**src/rtl/wb_pipeline.sv**
```systemverilog
// RV32I write-back stage: waits on data-memory load responses, aligns and extends load data, and drives the register-file write port.
// Optional macro WB_LOAD_TIMEOUT_EN abandons a load after LOAD_TIMEOUT wait cycles and pulses err_out.
module wb_pipeline #(
  parameter int unsigned LOAD_TIMEOUT = 16
) (
  input  logic        clk,
  input  logic        reset,
  input  logic        valid_in,
  input  logic        RegWEn_in,
  input  logic [4:0]  AddrD_in,
  input  logic [1:0]  WBSel_in,
  input  logic [2:0]  funct3_in,
  input  logic [31:0] alu_in,
  input  logic [31:0] pcPlus4_in,
  input  logic [31:0] dmem_rdata,
  input  logic        dmem_rvalid,
  output logic        RegWEn_out,
  output logic [4:0]  AddrD_out,
  output logic [31:0] DataD_out,
  output logic        stall_out,
  output logic        err_out
);

  typedef enum logic {IDLE = 1'b0, WAIT = 1'b1} state_t;

  state_t      state_q, state_d;
  logic [4:0]  hold_addr_q, hold_addr_d;
  logic [2:0]  hold_f3_q, hold_f3_d;
  logic [1:0]  hold_off_q, hold_off_d;
  logic        regwen_q, regwen_d;
  logic [4:0]  addrd_q, addrd_d;
  logic [31:0] datad_q, datad_d;
  logic        stall_c;
  logic        is_load;

  // Byte/halfword lane select and extension; off[0] is ignored for halfwords.
  function automatic logic [31:0] align_load(input logic [31:0] word,
                                             input logic [2:0]  f3,
                                             input logic [1:0]  off);
    logic        [7:0]  b;
    logic        [15:0] h;
    logic signed [7:0]  sb;
    logic signed [15:0] sh;
    logic        [31:0] r;
    case (off)
      2'd0:    b = word[7:0];
      2'd1:    b = word[15:8];
      2'd2:    b = word[23:16];
      default: b = word[31:24];
    endcase
    h  = off[1] ? word[31:16] : word[15:0];
    sb = signed'(b);
    sh = signed'(h);
    case (f3)
      3'b000:  r = 32'(sb);
      3'b100:  r = {24'd0, b};
      3'b001:  r = 32'(sh);
      3'b101:  r = {16'd0, h};
      default: r = word;
    endcase
    return r;
  endfunction

  assign is_load = valid_in & RegWEn_in & (WBSel_in == 2'b00);

`ifdef WB_LOAD_TIMEOUT_EN
  logic [7:0] cnt_q, cnt_d;
  logic       err_q, err_d;
`endif

  always_comb begin
    state_d     = state_q;
    hold_addr_d = hold_addr_q;
    hold_f3_d   = hold_f3_q;
    hold_off_d  = hold_off_q;
    regwen_d    = 1'b0;
    addrd_d     = addrd_q;
    datad_d     = datad_q;
    stall_c     = 1'b0;
`ifdef WB_LOAD_TIMEOUT_EN
    cnt_d       = cnt_q;
    err_d       = 1'b0;
`endif
    case (state_q)
      IDLE: begin
        if (is_load) begin
          if (dmem_rvalid) begin
            regwen_d = (AddrD_in != 5'd0);
            addrd_d  = AddrD_in;
            datad_d  = align_load(dmem_rdata, funct3_in, alu_in[1:0]);
          end else begin
            hold_addr_d = AddrD_in;
            hold_f3_d   = funct3_in;
            hold_off_d  = alu_in[1:0];
            stall_c     = 1'b1;
            state_d     = WAIT;
`ifdef WB_LOAD_TIMEOUT_EN
            cnt_d       = 8'd0;
`endif
          end
        end else if (valid_in && RegWEn_in) begin
          regwen_d = (AddrD_in != 5'd0);
          addrd_d  = AddrD_in;
          datad_d  = (WBSel_in == 2'b10) ? pcPlus4_in : alu_in;
        end
      end
      WAIT: begin
        if (dmem_rvalid) begin
          regwen_d = (hold_addr_q != 5'd0);
          addrd_d  = hold_addr_q;
          datad_d  = align_load(dmem_rdata, hold_f3_q, hold_off_q);
          state_d  = IDLE;
        end else begin
          stall_c = 1'b1;
`ifdef WB_LOAD_TIMEOUT_EN
          // Abandon on the wait cycle that brings the count to LOAD_TIMEOUT;
          // err_out and the dropped stall appear together in the next cycle.
          if (cnt_q == 8'(LOAD_TIMEOUT - 1)) begin
            state_d = IDLE;
            err_d   = 1'b1;
          end else begin
            cnt_d = cnt_q + 8'd1;
          end
`endif
        end
      end
      default: state_d = IDLE;
    endcase
  end

  always_ff @(posedge clk or posedge reset) begin
    if (reset) begin
      state_q     <= IDLE;
      hold_addr_q <= 5'd0;
      hold_f3_q   <= 3'd0;
      hold_off_q  <= 2'd0;
      regwen_q    <= 1'b0;
      addrd_q     <= 5'd0;
      datad_q     <= 32'd0;
    end else begin
      state_q     <= state_d;
      hold_addr_q <= hold_addr_d;
      hold_f3_q   <= hold_f3_d;
      hold_off_q  <= hold_off_d;
      regwen_q    <= regwen_d;
      addrd_q     <= addrd_d;
      datad_q     <= datad_d;
    end
  end

`ifdef WB_LOAD_TIMEOUT_EN
  always_ff @(posedge clk or posedge reset) begin
    if (reset) begin
      cnt_q <= 8'd0;
      err_q <= 1'b0;
    end else begin
      cnt_q <= cnt_d;
      err_q <= err_d;
    end
  end
  assign err_out = err_q;
`else
  logic unused_timeout;
  assign unused_timeout = |LOAD_TIMEOUT;
  assign err_out        = 1'b0;
`endif

  // Reset gates the stall combinationally so a dropped load releases upstream at once.
  assign stall_out  = stall_c & ~reset;
  assign RegWEn_out = regwen_q;
  assign AddrD_out  = addrd_q;
  assign DataD_out  = datad_q;

endmodule
```
**config.mk**
```make
export PLATFORM = sky130hd
export DESIGN_NAME = wb_pipeline
export DESIGN_NICKNAME = d
export VERILOG_FILES = /design/src/rtl/wb_pipeline.sv
export SDC_FILE = /design/constraint.sdc
export NUM_CORES = 1
export LEC_CHECK = 0
export CAP_MARGIN = 10
export CELL_PAD_IN_SITES_DETAIL_PLACEMENT = 0
export CELL_PAD_IN_SITES_GLOBAL_PLACEMENT = 1
export CORE_MARGIN = 1.5
export CORE_UTILIZATION = 31
export DETAILED_ROUTE_END_ITERATION = 8
export GPL_ROUTABILITY_DRIVEN = 0
export PLACE_DENSITY_LB_ADDON = 0.1
export SETUP_SLACK_MARGIN = 0.02
export SYNTH_ARGS = -nofsm -noshare
export SYNTH_HDL_FRONTEND = slang
export SYNTH_SLANG_ARGS = --single-unit
export TNS_END_PERCENT = 100
```
**constraint.sdc**
```tcl
create_clock -name clk -period 2.1 [get_ports clk]
set_clock_uncertainty 0.15 [all_clocks]
set_input_delay 0.315 -clock clk [delete_from_list [all_inputs] [get_ports clk]]
set_output_delay 0.315 -clock clk [all_outputs]
set_load 0.005 [all_outputs]
```
; Yosys cells after proc, flatten, opt, wreduce, memory -nomap -nowiden
; Index checks and enable logic that the tools add are counted.
[word_totals]
out_inout_bits = 40
elab_cells = 62
ff_bits = 49
[op_classes]
n_bitwise = 6
mux = 25
n_reduce_logical = 10
eq_ne = 14
[ops]
columns = op, n
row1 = $pmux W32 S4, 2
row2 = $mux W32, 5
row3 = $pmux W32 S2, 1
row4 = $pmux W8 S3, 2
row5 = $mux W16, 2
row6 = $mux W5, 4
row7 = $eq A3 B3 Y1 const B, 4
row8 = $pmux W5 S2, 1
row9 = $reduce_bool A5 Y1, 2
row10 = $eq A2 B2 Y1 const B, 3
row11 = $eq A3 B1 Y1 const B, 2
row12 = $logic_not A2 Y1, 3
row13 = $logic_not A3 Y1, 2
row14 = $mux W1, 6
row15 = $ne A3 B3 Y1 const B, 2
row16 = $reduce_and A3 Y1, 2
row17 = $eq A2 B1 Y1 const B, 2
row18 = $pmux W1 S2, 2
row19 = $and A1 B1 Y1, 3
row20 = $not A1 Y1, 3
row21 = $ne A2 B2 Y1 const B, 1
row22 = $logic_and A1 B1 Y1, 1

; Longest topological paths before layout
; Gate-level depths: netlist of the first run.
[logic_depth]
ltp_word = 6
ltp_mapped = 8
depth_no_buf = 5

; Worst setup path before layout of the first run
; OpenSTA, ideal clock, no wires.
[synth_path]
kind = register to register
from = reg hold_off_q[1]
to = reg datad_q[17] (netlist: DataD_out[17])
period_less_slack_ns = 1.954
stages_incl_launch_ff = 8
path_slack_ns = 0.146
n_path_buf = 2
arrival_ns = 1.683
path_cell_list = dfrtp_1 buf_6 mux4_2 o221ai_4 a32oi_4 buf_6 o221ai_2 nor2_1
[synth_between]
elab_chain_len = 5
elab_cells_between_ends = 8
classes_between = 2 x eq/ne / 5 x mux / 1 x reduce/logical
[synth_rtl]
columns = item, line
row1 = start: declaration, 29  ; logic [1:0] hold_off_q, hold_off_d;
row2 = start signal: assignment, 144  ; hold_off_q <= hold_off_d;
row3 = $eq A2 B2 Y1 (tied with other cells), 45  ; case (off)
row4 = $pmux W8 S3, 45
row5 = $pmux W32 S4 (*), 54  ; case (f3)
row6 = $mux W32 (*), 108  ; if (dmem_rvalid) begin
row7 = $pmux W32 S2 (*), 84  ; case (state_q)
row8 = end signal: assignment, 147  ; datad_q <= datad_d;
row9 = end: declaration, 32  ; logic [31:0] datad_q, datad_d;
; Every way passes the cells marked *; elsewhere a longest branch is shown, timed or not. The select of a mux whose other input is x is not followed.
; A chain may end at the register's enable or synchronous reset.

; Worst setup path in the final report of the first run
[layout_path]
from = in WBSel_in[0]
to = reg datad_q[1] (netlist: DataD_out[1])
[layout_between]
elab_chain_len = 5
elab_cells_between_ends = 10
classes_between = 3 x eq/ne / 4 x mux / 1 x bitwise / 2 x reduce/logical
[layout_rtl]
columns = item, line
row1 = start: declaration, 11  ; input logic [1:0] WBSel_in,
row2 = $eq A2 B2 Y1, 104  ; datad_d = (WBSel_in == 2'b10) ? pcPlus4_in : alu_in;
row3 = $mux W32, 104
row4 = $mux W32, 101  ; end else if (valid_in && RegWEn_in) begin
row5 = $mux W32, 86  ; if (is_load) begin
row6 = $pmux W32 S2, 84
; Several ways; a longest one is shown, not always the timed one. The select of a mux whose other input is x is not followed.

==> impl_metrics.toml, run 1 <==
[logic_synthesis]
avgSynthCellArea_um2 = 8.02
synthFlopType = "dfrtp_1"
synth_edf_count = 0
yosysWarnings = 0
synth_fp_nets = 568
yosysSeqAreaShare_pct = 33.5
synth_area_um2 = 3660
synth_cell_types = 55
ys_ff_latch = 49
ys_async_sr_fraction_pct = 100
syn_inst = 457

[sta]
tns_ps = 0
rsz0062_at_grt = "true"
slew_violations = 0
worst_slack_ps = 33.8
period_needed_ps = 2070
period_share_pct = 98.4
setup_viol = 0
timing.final.hold_violations = 0
holdWs_ps = 285
fmax_ghz = 0.484

[route]
drtIter0Drc = 208
wl_met3_um = 796
dr.max_layer_used = "met4"
wirelength_mm = 14.3
dr.pass1.iters = 5
num_vias = 4286
wl_met1_mm = 6.30
wl_met2_mm = 6.80
vias_per_cell = 5.42
drc = 0
ant_nets = 0
wire_per_inst_um = 18.1

[critical_path]
crit_fanout = 5
worstSetupEndpointType = "register"
path_class = "in -> reg"
worstPathArrival_ps = 2090
cp.required_ps = 2120
crit_path_start_kind = "input port"

[die]
fp-row-count = 39
io_pins = 151
core_area_um2 = 11500
die_area_um2 = 12500
die_y_um = 112
initial_utilization_pct = 31.9
dieWidth_um = 112

[clock_tree]
clockBufferDepth = 2
root_buffer = "clkbuf_16"
tritoncts = "yes"
worstSkewPairLatency_ps = 280
cts_buffers = 5
htree_levels = 2
clkTransAtPathRegs_ps = 60
clkSinkCount = 49

[cells_and_area]
nFillCells = 1144
syn2layout_area_growth_pct = 63.1
nNetsFinal = 759
final_cell_mix = "clkdlybuf4s50_1 (143), nand2_1 (86), buf_4 (66)"
post_route_cells_drive_above_1_share_pct = 18.7
finalCoreUtilization_pct = 52.1
antenna_cells = 0
layout_commonest_cell = "clkdlybuf4s50_1"

[power]
vdd_drop_max_mv = 0.388
powerDensity_nw_per_um2 = 603
p_leak_uw = 0.00238

[placed_design]
place_ws_ps = -499
io_buffers = 149
dp_hpwl_mm = 11.2

[grt]
grt_pass1_vias = 4437
globalRoute.totalOverflow = 0
grt_pass1_wl_mm = 23.3
grt_usage_pct = 23.1
antenna_found_initial = 0
grt_max_degree = 50

[outcome]
status = "completed"

[hold_path]
hp-class = "in -> async"

[flow_run]
cap_violations = 0
-- cell families (layout without fill, tap and decap cells) --
family / count (synthesis) / in the layout / share of synthesized area, %
muxes: 24 / 24 / 7.24
other: 1 / 1 / 0.102
buffers and inverters: 51 / 242 / 6.42
DFF: 49 / 49 / 33.5
AOI/OAI and AO/OA: 140 / 140 / 29.5
and+or+nand+nor: 192 / 192 / 23.3
-- metal layers --
| layer | vias to the layer above | GRT usage (%) |
|---|---|---|
| li1 | 2053 | - |
| met1 | 2019 | 30.7 |
| met2 | 180 | 38.1 |
| met3 | 34 | 3.43 |
| met4 | 0 | 8.44 |
| met5 | - | 0 |
-- final timing paths --
kind                               start             to  slack (ps)  cells after the start
max in group asynchronous          reset  DataD_out[16]        1280                      3
setup reg to reg           hold_off_q[1]  DataD_out[28]         100                      6
setup / recovery             WBSel_in[0]   DataD_out[1]          30                      6
hold reg to reg             AddrD_out[3]   AddrD_out[3]         330                      2
hold / removal                     reset  hold_off_q[0]         280                      3
min in group clk            AddrD_out[3]   AddrD_out[3]         330                      2
-- power by group --
group / leakage (uW) / internal (uW) / switching, uW
combinational: 0.00174 / 866 / 633
sequential: 0.000569 / 1140 / 155
clock: 0.0000700 / 469 / 343
-- layout make-up --
type	instances	area (um^2)	area share, %
clock buffer	7	143	2.39
inverter	13	48.8	0.817
multi-input combinational	357	2260	37.9
sequential	49	1230	20.5
tap	143	179	2.99
timing repair buffer	222	2110	35.4
-- Yosys cell counts, types with 7 or more instances --
master,instances,area share (%)
a22oi_1,7,1.4
clkbuf_1,23,2.4
o22ai_1,10,1.7
o221ai_2,9,3.7
nor3_1,9,1.2
dfrtp_1,49,33
buf_2,8,1.1
a221o_1,7,1.9
nor2_1,46,4.7
o221ai_1,9,2.2
a2111oi_0,7,1.7
nand3_1,18,2.5
mux2i_1,13,3.6
inv_1,13,1.3
nand2b_1,7,1.2
o211ai_1,7,1.4
mux2_2,10,3.1
o21ai_0,30,4.1
a21oi_1,25,3.4
nand2_1,87,8.9
-- critical path, cell delays in order --
cell and delay, ps:
clkdlybuf4s50_1 420, nand4bb_1 220, buf_4 180, or2_2 310
or3_1 400, a32o_1 250
-- stage by stage --
step	total power (uW)	instance area, um^2	std cells
detailed placement	2780	5740	781
CTS	3600	5900	790
floorplan	1930	3660	457
global route	3810	5970	791
finish	3600	5970	791
global placement	2760	5740	781
-- flip-flops by register name, summed over array words and instances, names as in the netlist --
signal / flops
DataD_out: 32
AddrD_out: 5
hold_addr_q: 5
hold_f3_q: 3
hold_off_q: 2
RegWEn_out: 1
state_q: 1
-- timing repair --
item                       in CTS  in global routing
hold buffers                    0                  0
pin swaps                       2                  2
buffers inserted                2                  1
setup endpoints to repair      31                 37
resized for setup               5                 19
Note: power is estimated with default switching activity, not from simulation.
==> run 2, diff against run 1 <==
Settings changed: SETUP_SLACK_MARGIN 0.02 to default.
==> run 2 against run 1 <==
Compared with the run above:
- design area is 0.21% lower
- largest cell class unchanged
- critical endpoint is now DataD_out[3]
- combinational power is essentially flat
- highest routed layer unchanged
- global-route usage barely moved
- clock power down 0.5%
- final cell count decreased by 0.13%
- die area unchanged
- non-clock buffer count shrank 1
- via count increased by 0.12%
- wire length shrank 0.38%
- register-to-register slack about the same
==> impl_metrics.toml, run 2 (synthesis results as in run 1) <==
[power]
switchingPower_uw = 1120
pwr-share-clk_pct = 22.5
vdd_drop_max_mv = 0.390
seq_power_share_pct = 36.1
powerDensity_nw_per_um2 = 601
power.internal_uw = 2460
switching_share_pct = 31.2
share_comb_of_total_power_pct = 41.3
p_leak_uw = 0.00238

[critical_path]
reg2reg_depth = 6
max_stage_delay_ps = 520
rr_endpoint = "DataD_out[28]"
path_cells = "clkdlybuf4s50_1 -> nand4bb_1 -> buf_6 -> buf_4 -> or4_1 -> o22ai_2 -> o22a_1"
worstSetupEndpointType = "register"
cp.required_ps = 2180
crit_path_start_kind = "input port"
rrSetupSlack_ps = 90
worstPathArrival_ps = 2120
timing.rr.start = "hold_off_q[1]"
path_class = "in -> reg"
crit_slowest_cell = "or4_1"
crit_fanout = 5

[sta]
period_needed_ps = 2040
tns_ps = 0
setup_viol = 0
fmax_ghz = 0.489
slew_violations = 0
timing.final.hold_violations = 0
period_share_pct = 97.3
worst_slack_ps = 55.9
rsz0062_at_grt = "true"

[clock_tree]
htree_levels = 2
cts_buffers = 5
tritoncts = "yes"
clockBufferDepth = 2
clkSinkCount = 49
root_buffer = "clkbuf_16"
worstSkewPairLatency_ps = 280
clkTransAtPathRegs_ps = 70

[die]
die_y_um = 112
initial_utilization_pct = 31.9
dieWidth_um = 112
core_area_um2 = 11500
die_area_um2 = 12500
fp-row-count = 39
io_pins = 151

[outcome]
status = "completed"

[route]
dr.pass1.iters = 5
num_vias = 4291
vias_per_cell = 5.43
drtIter0Drc = 234
drc = 0
ant_nets = 0
wirelength_mm = 14.3
wire_per_inst_um = 18.1

[grt]
grt_max_degree = 50
globalRoute.totalOverflow = 0
antenna_found_initial = 0
grt_pass1_vias = 4441
grt_pass1_wl_mm = 23.3
grt_usage_pct = 23.1

[placed_design]
io_buffers = 149
place_ws_ps = -499
placed_cell_area_um2 = 5740
dp_cells = 781
dp_hpwl_mm = 11.2

[cells_and_area]
largest_reg_flops = 32
antenna_cells = 0
syn2layout_area_growth_pct = 62.7
layoutNonFillerInstCount = 790
layout_commonest_cell = "clkdlybuf4s50_1"
final_cell_mix = "clkdlybuf4s50_1 (143), nand2_1 (86), buf_4 (62)"
nNetsFinal = 758
stdcell_area_um2 = 5960
post_route_cells_drive_above_1_share_pct = 17.6

[flow_run]
cap_violations = 0

[hold_path]
hp-class = "in -> async"
[run 2: cell count changes in the layout (fill, tap and decap cells not counted), moves of 2 or more]
cell	before	now
o221ai_2	11	9
a2111oi_0	2	4
buf_4	66	62
o221ai_1	7	9
a2111oi_2	2	0
buf_6	1	4
[run 2: worst max path at each step]
stage / startpoint / endpoint / slack [ps] / cells past startpoint
4_1_cts: dmem_rdata[7] / DataD_out[28] / 1 / 7
3_3_place_gp: dmem_rdata[31] / DataD_out[27] / -500 / 6
6_report: WBSel_in[0] / DataD_out[3] / 60 / 7
5_1_grt: WBSel_in[0] / DataD_out[10] / -90 / 8
3_5_place_dp: dmem_rdata[31] / DataD_out[29] / -500 / 6
2_1_floorplan: hold_off_q[1] / DataD_out[17] / 150 / 7
[run 2: cell type report]
cell class	count	area, um^2
timing repair buffer	221	2120
tap	143	179
clock buffer	7	143
multi-input combinational	357	2240
inverter	13	48.8
fill	1152	5510
sequential	49	1230
[run 2: power groups by stage]
| stage | clock (uW) | sequential, uW | combinational, uW |
|---|---|---|---|
| final | 808 | 1290 | 1480 |
| after global routing | 859 | 1320 | 1610 |
| after CTS | 822 | 1300 | 1480 |
| after detailed placement | 0 | 1310 | 1470 |
| after global placement | 0 | 1300 | 1460 |
| after floorplan | 0 | 1270 | 657 |
[run 2: what timing repair did]
item / in CTS / in global routing
endpoints found under the setup margin: 29 / 36
gates resized for setup: 4 / 17
hold buffers: 0 / 0
pin swaps: 2 / 1
buffers inserted: 2 / 0
[run 2: through the flow]
| stage | hold WS (ps) | power (uW) | util [%] |
|---|---|---|---|
| 3_5_place_dp | 322 | 2780 | 50.0 |
| 6_report | 288 | 3580 | 52.0 |
| 2_1_floorplan | 317 | 1930 | - |
| 4_1_cts | 297 | 3600 | 51.5 |
| 5_1_grt | 323 | 3790 | 52.0 |
| 3_3_place_gp | 317 | 2760 | 50.0 |
[run 2: layer usage]
layer  vias up  track usage, %  share of wire [%]
li1       2052               -                  -
met1      2024            30.7                 44
met2       183            38.2                 48
met3        32            3.43                5.7
met4         0            8.44                2.8
met5         -               0                  0
[run 2: worst max-delay path, delay by kind of cell]
kind | cells | cell delay (ps)
simple gates | 2 | 760
buf+inv | 3 | 720
compound gates | 2 | 340
